==> config.mk <==
export PLATFORM = sky130hd
export DESIGN_NAME = fetch_unit
export DESIGN_NICKNAME = d
export VERILOG_FILES = /design/src/rtl/jac_pkg.sv /design/src/rtl/program_counter.sv /design/src/rtl/fetch_unit.sv
export SDC_FILE = /design/constraint.sdc
export NUM_CORES = 1
export LEC_CHECK = 0
export ABC_CLOCK_PERIOD_IN_PS = 1640
export CAP_MARGIN = 20
export CORE_ASPECT_RATIO = 0.7
export CORE_MARGIN = 2
export CORE_UTILIZATION = 41
export CTS_CLUSTER_DIAMETER = 30
export DETAILED_ROUTE_END_ITERATION = 7
export GPL_TIMING_DRIVEN = 0
export MAX_ROUTING_LAYER = met4
export PLACE_DENSITY = 0.79
export SLEW_MARGIN = 30
export SYNTH_ARGS = -nofsm -noshare
export SYNTH_HDL_FRONTEND = slang
export SYNTH_SLANG_ARGS = --single-unit
==> constraint.sdc <==
create_clock -name clk -period 1.64 [get_ports clk]
set_input_delay 0.246 -clock clk [delete_from_list [all_inputs] [get_ports clk]]
set_output_delay 0.246 -clock clk [all_outputs]
set_load 0.01 [all_outputs]
==> src/rtl/jac_pkg.sv <==
// Shared definitions for the Jac1-8 core: widths, opcodes, and the fetch state encoding.
package jac_pkg;

    localparam int PC_WIDTH          = 8;
    localparam int PROGRAM_DataWidth = 16;
    localparam int NumOpCodeBits     = 4;

    localparam logic [NumOpCodeBits-1:0] Op_NOP   = 4'd0;
    localparam logic [NumOpCodeBits-1:0] Op_LOAD  = 4'd1;
    localparam logic [NumOpCodeBits-1:0] Op_STORE = 4'd2;
    localparam logic [NumOpCodeBits-1:0] Op_ADD   = 4'd3;
    localparam logic [NumOpCodeBits-1:0] Op_SUB   = 4'd4;
    localparam logic [NumOpCodeBits-1:0] Op_AND   = 4'd5;
    localparam logic [NumOpCodeBits-1:0] Op_OR    = 4'd6;
    localparam logic [NumOpCodeBits-1:0] Op_XOR   = 4'd7;
    localparam logic [NumOpCodeBits-1:0] Op_JMP   = 4'd8;
    localparam logic [NumOpCodeBits-1:0] Op_IFEQ  = 4'd9;
    localparam logic [NumOpCodeBits-1:0] Op_IFGT  = 4'd10;

    localparam logic [15:0] INSTR_NOP = 16'h0000;

    typedef enum logic [1:0] {
        ST_IDLE  = 2'd0,
        ST_FETCH = 2'd1,
        ST_EXEC  = 2'd2
    } fetch_state_t;

endpackage

==> src/rtl/program_counter.sv <==
// Program counter: load a jump target, increment with natural wrap, or hold.
module program_counter #(
    parameter int WIDTH = jac_pkg::PC_WIDTH
) (
    input  logic             clk,
    input  logic             rst,
    input  logic             i_load,
    input  logic             i_inc,
    input  logic [WIDTH-1:0] i_load_val,
    output logic [WIDTH-1:0] o_pc
);
    import jac_pkg::*;

    logic [WIDTH-1:0] r_pc;

    // Load wins over increment; the add wraps modulo 2^WIDTH.
    always_ff @(posedge clk or posedge rst) begin
        if (rst) begin
            r_pc <= '0;
        end else if (i_load) begin
            r_pc <= i_load_val;
        end else if (i_inc) begin
            r_pc <= r_pc + WIDTH'(1);
        end
    end

    assign o_pc = r_pc;

endmodule

==> src/rtl/fetch_unit.sv <==
// Jac1-8 fetch stage: fetches one instruction word per request and presents it
// to the decoder for a single EXEC cycle, then advances or jumps the PC.
//
// state    | meaning
// ST_IDLE  | parked, no request; leaves when run=1
// ST_FETCH | mem_req held with mem_addr=pc until mem_ack
// ST_EXEC  | IR presented to decoder; pc updated at cycle end
module fetch_unit #(
    parameter int PC_WIDTH          = jac_pkg::PC_WIDTH,
    parameter int PROGRAM_DataWidth = jac_pkg::PROGRAM_DataWidth
) (
    input  logic                         clk,
    input  logic                         rst,
    input  logic                         run,
    output logic                         mem_req,
    output logic [PC_WIDTH-1:0]          mem_addr,
    input  logic                         mem_ack,
    input  logic [PROGRAM_DataWidth-1:0] mem_rdata,
    output logic [PROGRAM_DataWidth-1:0] instruction,
    output logic                         instr_valid,
    input  logic                         cnt_wr_en,
    input  logic [PC_WIDTH-1:0]          literal_adr,
    output logic [PC_WIDTH-1:0]          pc
);
    import jac_pkg::*;

    fetch_state_t                 r_state;
    fetch_state_t                 w_state_nxt;
    logic [PROGRAM_DataWidth-1:0] r_ir;
    logic                         w_ir_load;
    logic                         w_pc_load;
    logic                         w_pc_inc;
    logic [PC_WIDTH-1:0]          w_pc;

    always_ff @(posedge clk or posedge rst) begin
        if (rst) begin
            r_state <= ST_IDLE;
        end else begin
            r_state <= w_state_nxt;
        end
    end

    // Outputs decode from state only, so reset drops mem_req immediately.
    always_comb begin
        w_state_nxt = r_state;
        mem_req     = 1'b0;
        instr_valid = 1'b0;
        instruction = PROGRAM_DataWidth'(INSTR_NOP);
        w_ir_load   = 1'b0;
        w_pc_load   = 1'b0;
        w_pc_inc    = 1'b0;
        case (r_state)
            ST_IDLE: begin
                if (run) begin
                    w_state_nxt = ST_FETCH;
                end
            end
            ST_FETCH: begin
                mem_req = 1'b1;
                if (mem_ack) begin
                    w_ir_load   = 1'b1;
                    w_state_nxt = ST_EXEC;
                end
            end
            ST_EXEC: begin
                instr_valid = 1'b1;
                instruction = r_ir;
                w_pc_load   = cnt_wr_en;
                w_pc_inc    = ~cnt_wr_en;
                w_state_nxt = run ? ST_FETCH : ST_IDLE;
            end
            default: begin
                w_state_nxt = ST_IDLE;
            end
        endcase
    end

    always_ff @(posedge clk or posedge rst) begin
        if (rst) begin
            r_ir <= '0;
        end else if (w_ir_load) begin
            r_ir <= mem_rdata;
        end
    end

    program_counter #(
        .WIDTH(PC_WIDTH)
    ) u_program_counter (
        .clk       (clk),
        .rst       (rst),
        .i_load    (w_pc_load),
        .i_inc     (w_pc_inc),
        .i_load_val(literal_adr),
        .o_pc      (w_pc)
    );

    assign mem_addr = w_pc;
    assign pc       = w_pc;

endmodule

# Word-level counts from Yosys, hierarchy flattened
# Cells that the tools add are included.
[classes]
bitwise_logic = 1
addsub = 1
n_eq_ne = 4
muxes = 13
reduce_logical = 3
[op_table]
columns = ["cell", "n"]
rows = [
  ["$mux W16", 1],
  ["$mux W8", 2],
  ["$add A8 B1 Y8 const B", 1],
  ["$mux W1", 7],
  ["$pmux W2 S3", 1],
  ["$mux W2", 2],
  ["$ne A2 B2 Y1 const B", 2],
  ["$eq A2 B1 Y1 const B", 1],
  ["$eq A2 B2 Y1 const B", 1],
  ["$logic_not A2 Y1", 1],
  ["$reduce_and A2 Y1", 1],
  ["$reduce_bool A2 Y1", 1],
  ["$not A1 Y1", 1],
]
[totals]
inputBits = 29
word_cells = 25
ff_bits = 26
output_inout_bits = 34

# Depth between registers and ports, before layout
[depth]
word_depth = 4
depth_mapped = 5
mapped_depth_nobuf = 4

# Modules after synthesis
# A second synthesis with hierarchy kept.
[hier_totals]
hier_cells = 119
hier_area_um2 = 1357.6
[by_module_without_submodules]
columns = ["module", "area_each_um2", "n_inst", "seq_area_each_um2", "cells_each"]
rows = [
  ["fetch_unit", 912.1, 1, 450.4, 69],
  ["program_counter", 445.4, 1, 200.2, 50],
]

# Worst setup path after synthesis
# No wires, ideal clock.
[synth_path]
path_type = "register -> register"
start = "register u_program_counter.r_pc[0] (netlist: u_program_counter.o_pc[0])"
end = "register u_program_counter.r_pc[6] (netlist: u_program_counter.o_pc[6])"
t_required_ns = 1.509
path_slack_ns = 0.213
path_stages_with_launch = 5
period_less_slack_ns = 1.427
arrival_time_ns = 1.295
setup_time_ns = 0.131
n_path_buf = 0
cell_sequence = "dfrtp_1 > ha_1 > nand3_1 > o211ai_1 > or3b_1"
[synth_via]
elab_chain_len = 3
[synth_lines]
columns = ["element", "line", "rtl"]
rows = [
  ["start: declaration", "program_counter.sv:14", "logic [WIDTH-1:0] r_pc;"],
  ["start signal: assignment", "program_counter.sv:21", "r_pc <= i_load_val;"],
  ["start signal: assignment", "program_counter.sv:23", "r_pc <= r_pc + WIDTH'(1);"],
  ["$add A8 B1 Y8", "program_counter.sv:23", ""],
  ["$mux W8", "program_counter.sv:22", "end else if (i_inc) begin"],
  ["$mux W8", "program_counter.sv:20", "end else if (i_load) begin"],
]
# No other way between the ends. The select of a mux whose other input is x is not followed.
# A chain may end at the register's enable or synchronous reset.

# Final worst setup path
[layout_path]
start = "register r_state[0]"
end = "output port instruction[12]"
[layout_via]
elab_chain_len = 2
[layout_lines]
columns = ["element", "line", "rtl"]
rows = [
  ["start: declaration", "fetch_unit.sv:27", "fetch_state_t r_state;"],
  ["start signal: assignment", "fetch_unit.sv:39", "r_state <= w_state_nxt;"],
  ["$eq A2 B2 Y1", "fetch_unit.sv:52", "case (r_state)"],
  ["$mux W16", "fetch_unit.sv:52", ""],
  ["end: declaration", "fetch_unit.sv:19", "output logic [PROGRAM_DataWidth-1:0] instruction,"],
]
# No other way between the ends.

==> flow_summary.ini <==
[worst_setup_path]
r2r_slack_ns = 0.14
cp.required_ns = 1.39
cp-end-kind = primary output
r2r_cells = 4
critPathKind = register to primary output
crit_fanout = 8
crit_arrival_ns = 1.47
critPathLaunchType = register

[global_route]
grt-ovfl-total = 0
grtUsageTotal = 0.212
grt_pass1_vias = 1261
grt_pass1_wl_um = 6000
antenna_found_initial = 0
grt_max_degree = 27

[route]
wl_per_cell_um = 15.7
drtIter0Drc = 56
drt-total-wl_um = 3920
dr.pass1.iters = 4
drtAntennaViolNets = 0
dr_total_vias = 1234
vias_per_cell = 4.96
drc = 0

[sta]
finalWorstSetupSlack_ns = -0.0760
fin_crit_sh = 1.05
hold_violations = 0
finalClockSkew_ns = 0.0101
final-setup-viol-count = 16
max-slew-margin-rel = 0.636
finalSetupTns_ns = -0.920
rsz0062_at_grt = yes
fmax_ghz = 0.583
tightest_slew_ns = 0.546
slew_viol_final = 0
timing.final.crit_period_ns = 1.72

[status]
status = finished with violations
violations = negative setup slack

[floorplan]
rows = 17
initial_core_util = 0.440
die_w_um = 74.2
coreArea_sq_mm = 0.00321
design.portCount = 63
dieArea_sq_mm = 0.00394
chipHeight_um = 53.1

[layout]
fill_cells = 235
n_antenna_cell = 0
final_cell_mix = 42 x clkdlybuf4s50_1, 21 x buf_4, 17 x buf_6, 17 x dfrtp_1, 15 x and2_4
multi_input_area_sq_um = 691
final_common_cell = clkdlybuf4s50_1
layout.nets = 233
seq_area_sq_um = 662
area_growth_pct = 65.8
drive_gt1_frac = 0.465
final_util = 0.730

[clocking]
clk_latency_ns = 0.28
cts_tree = built
cts.sinks = 26
htreeDepth = 1
cts_root_buffer = clkbuf_8
clk_pin_slew_ns = 0.10
clk_path_buf_depth = 2
cts_buffers = 3

[job]
drv_cap = 0

[worst_hold_path]
hold_class = primary input to asynchronous set/reset pin

[power_and_ir_drop]
peakVddDrop_v = 0.000660
leakagePower_nw = 1.12
cellPowerDensity_mw_per_mm2 = 1030

[logic_synthesis]
synth.cell_area_sq_mm = 0.00141
avgSynthCellArea_sq_um = 11.6
synth-seq-cells = 26
synth_warnings = 0
seq_area_frac_synth = 0.460
synth_cells = 122
synth_cell_type_count = 31
syn_nets = 152

[placement]
dp_hpwl_um = 2610
io_buffers = 62
gp_congestion = 0.741
## cell families after synthesis
logic type                 count (synthesis)  synth area share
AOI/OAI and AO/OA                         13            0.0557
DFF                                       26             0.460
buffers and inverters                     17            0.0787
and+or+nand+nor                           43             0.202
adders and majority gates                  1           0.00885
muxes                                     22             0.195
## cell type report
class	instances	share of cell area
multi-input combinational	79	0.295
inverter	4	0.00640
clock buffer	4	0.0235
tap	47	0.0251
timing repair buffer	76	0.318
sequential	26	0.282
buffer	13	0.0502
## registers in the layout, indices dropped and copies added, names as in the netlist
signal / flops
r_ir: 16
u_program_counter.o_pc: 8
r_state: 2
## path summary, 6_finish.rpt
check	startpoint	endpoint
min in group clk	literal_adr[0]	u_program_counter.o_pc[0]
worst max register to register	u_program_counter.o_pc[0]	u_program_counter.o_pc[6]
worst min register to register	r_ir[3]	r_ir[3]
worst max-delay path	r_state[0]	instruction[12]
max in group asynchronous	rst	r_state[0]
worst min-delay path	rst	r_ir[6]
## critical path: stages (launching register included)
cell and delay, ns:
dfrtp_2 0.44, and2b_2 0.25, buf_6 0.14, buf_8 0.13, and2_4 0.14, buf_6 0.10
## stage by stage
stage / hold slack [ns] / total power [mW] / cell area, sq um / instances / setup WS (ns)
global placement: 0.481 / 1.81 / 2090 / 231 / -0.380
CTS: 0.345 / 2.32 / 2200 / 243 / -0.0959
finish: 0.321 / 2.41 / 2340 / 249 / -0.0760
detailed placement: 0.486 / 1.85 / 2090 / 231 / -0.414
global route: 0.387 / 2.54 / 2340 / 249 / -0.121
floorplan: 0.286 / 1.42 / 1410 / 122 / 0.213
## repair_timing
action | CTS | global route
setup buffers | 7 | 6
gates resized for setup | 91 | 31
hold buffers | 0 | 0
pin swaps | 7 | 6
setup endpoints to repair | 24 | 24
cloned | 1 | 0
## cell usage after synthesis
cell / n / area, sq um
inv_1: 4 / 15.0
mux2_2: 8 / 90.1
nand2_1: 3 / 11.3
a21oi_1: 4 / 20.0
o211ai_1: 1 / 7.51
ha_1: 1 / 12.5
nand3b_1: 3 / 22.5
nand3_1: 3 / 15.0
nor3_2: 1 / 10.0
nor2b_1: 2 / 12.5
or4b_1: 1 / 10.0
and2_1: 16 / 100
o22ai_1: 5 / 31.3
dfrtp_1: 26 / 651
and4_1: 3 / 26.3
o21ai_0: 1 / 5.00
and2b_1: 1 / 7.51
nor3_1: 2 / 10.0
a211oi_1: 2 / 15.0
buf_2: 1 / 5.00
or3b_1: 1 / 8.76
nand4b_1: 1 / 8.76
buf_4: 10 / 75.1
mux2_4: 9 / 135
nor2_1: 3 / 11.3
buf_6: 1 / 11.3
nor2b_4: 1 / 13.8
clkbuf_2: 1 / 5.00
mux2i_1: 5 / 50.1
and3_1: 1 / 6.26
nand2_4: 1 / 11.3
## per-layer routing
layer	share of wire	GRT usage
met1	0.42	0.261
met2	0.51	0.344
met3	0.064	0.0629
met4	0.0077	0.0576
met5	0	-
## where the power goes
part           internal, mW  switching, mW  total, mW  leakage, nW
registers             0.820          0.149      0.969        0.301
clock network         0.215          0.214      0.430       0.0288
logic                 0.652          0.356       1.01        0.788
Note: power is estimated with default switching activity, not from simulation.
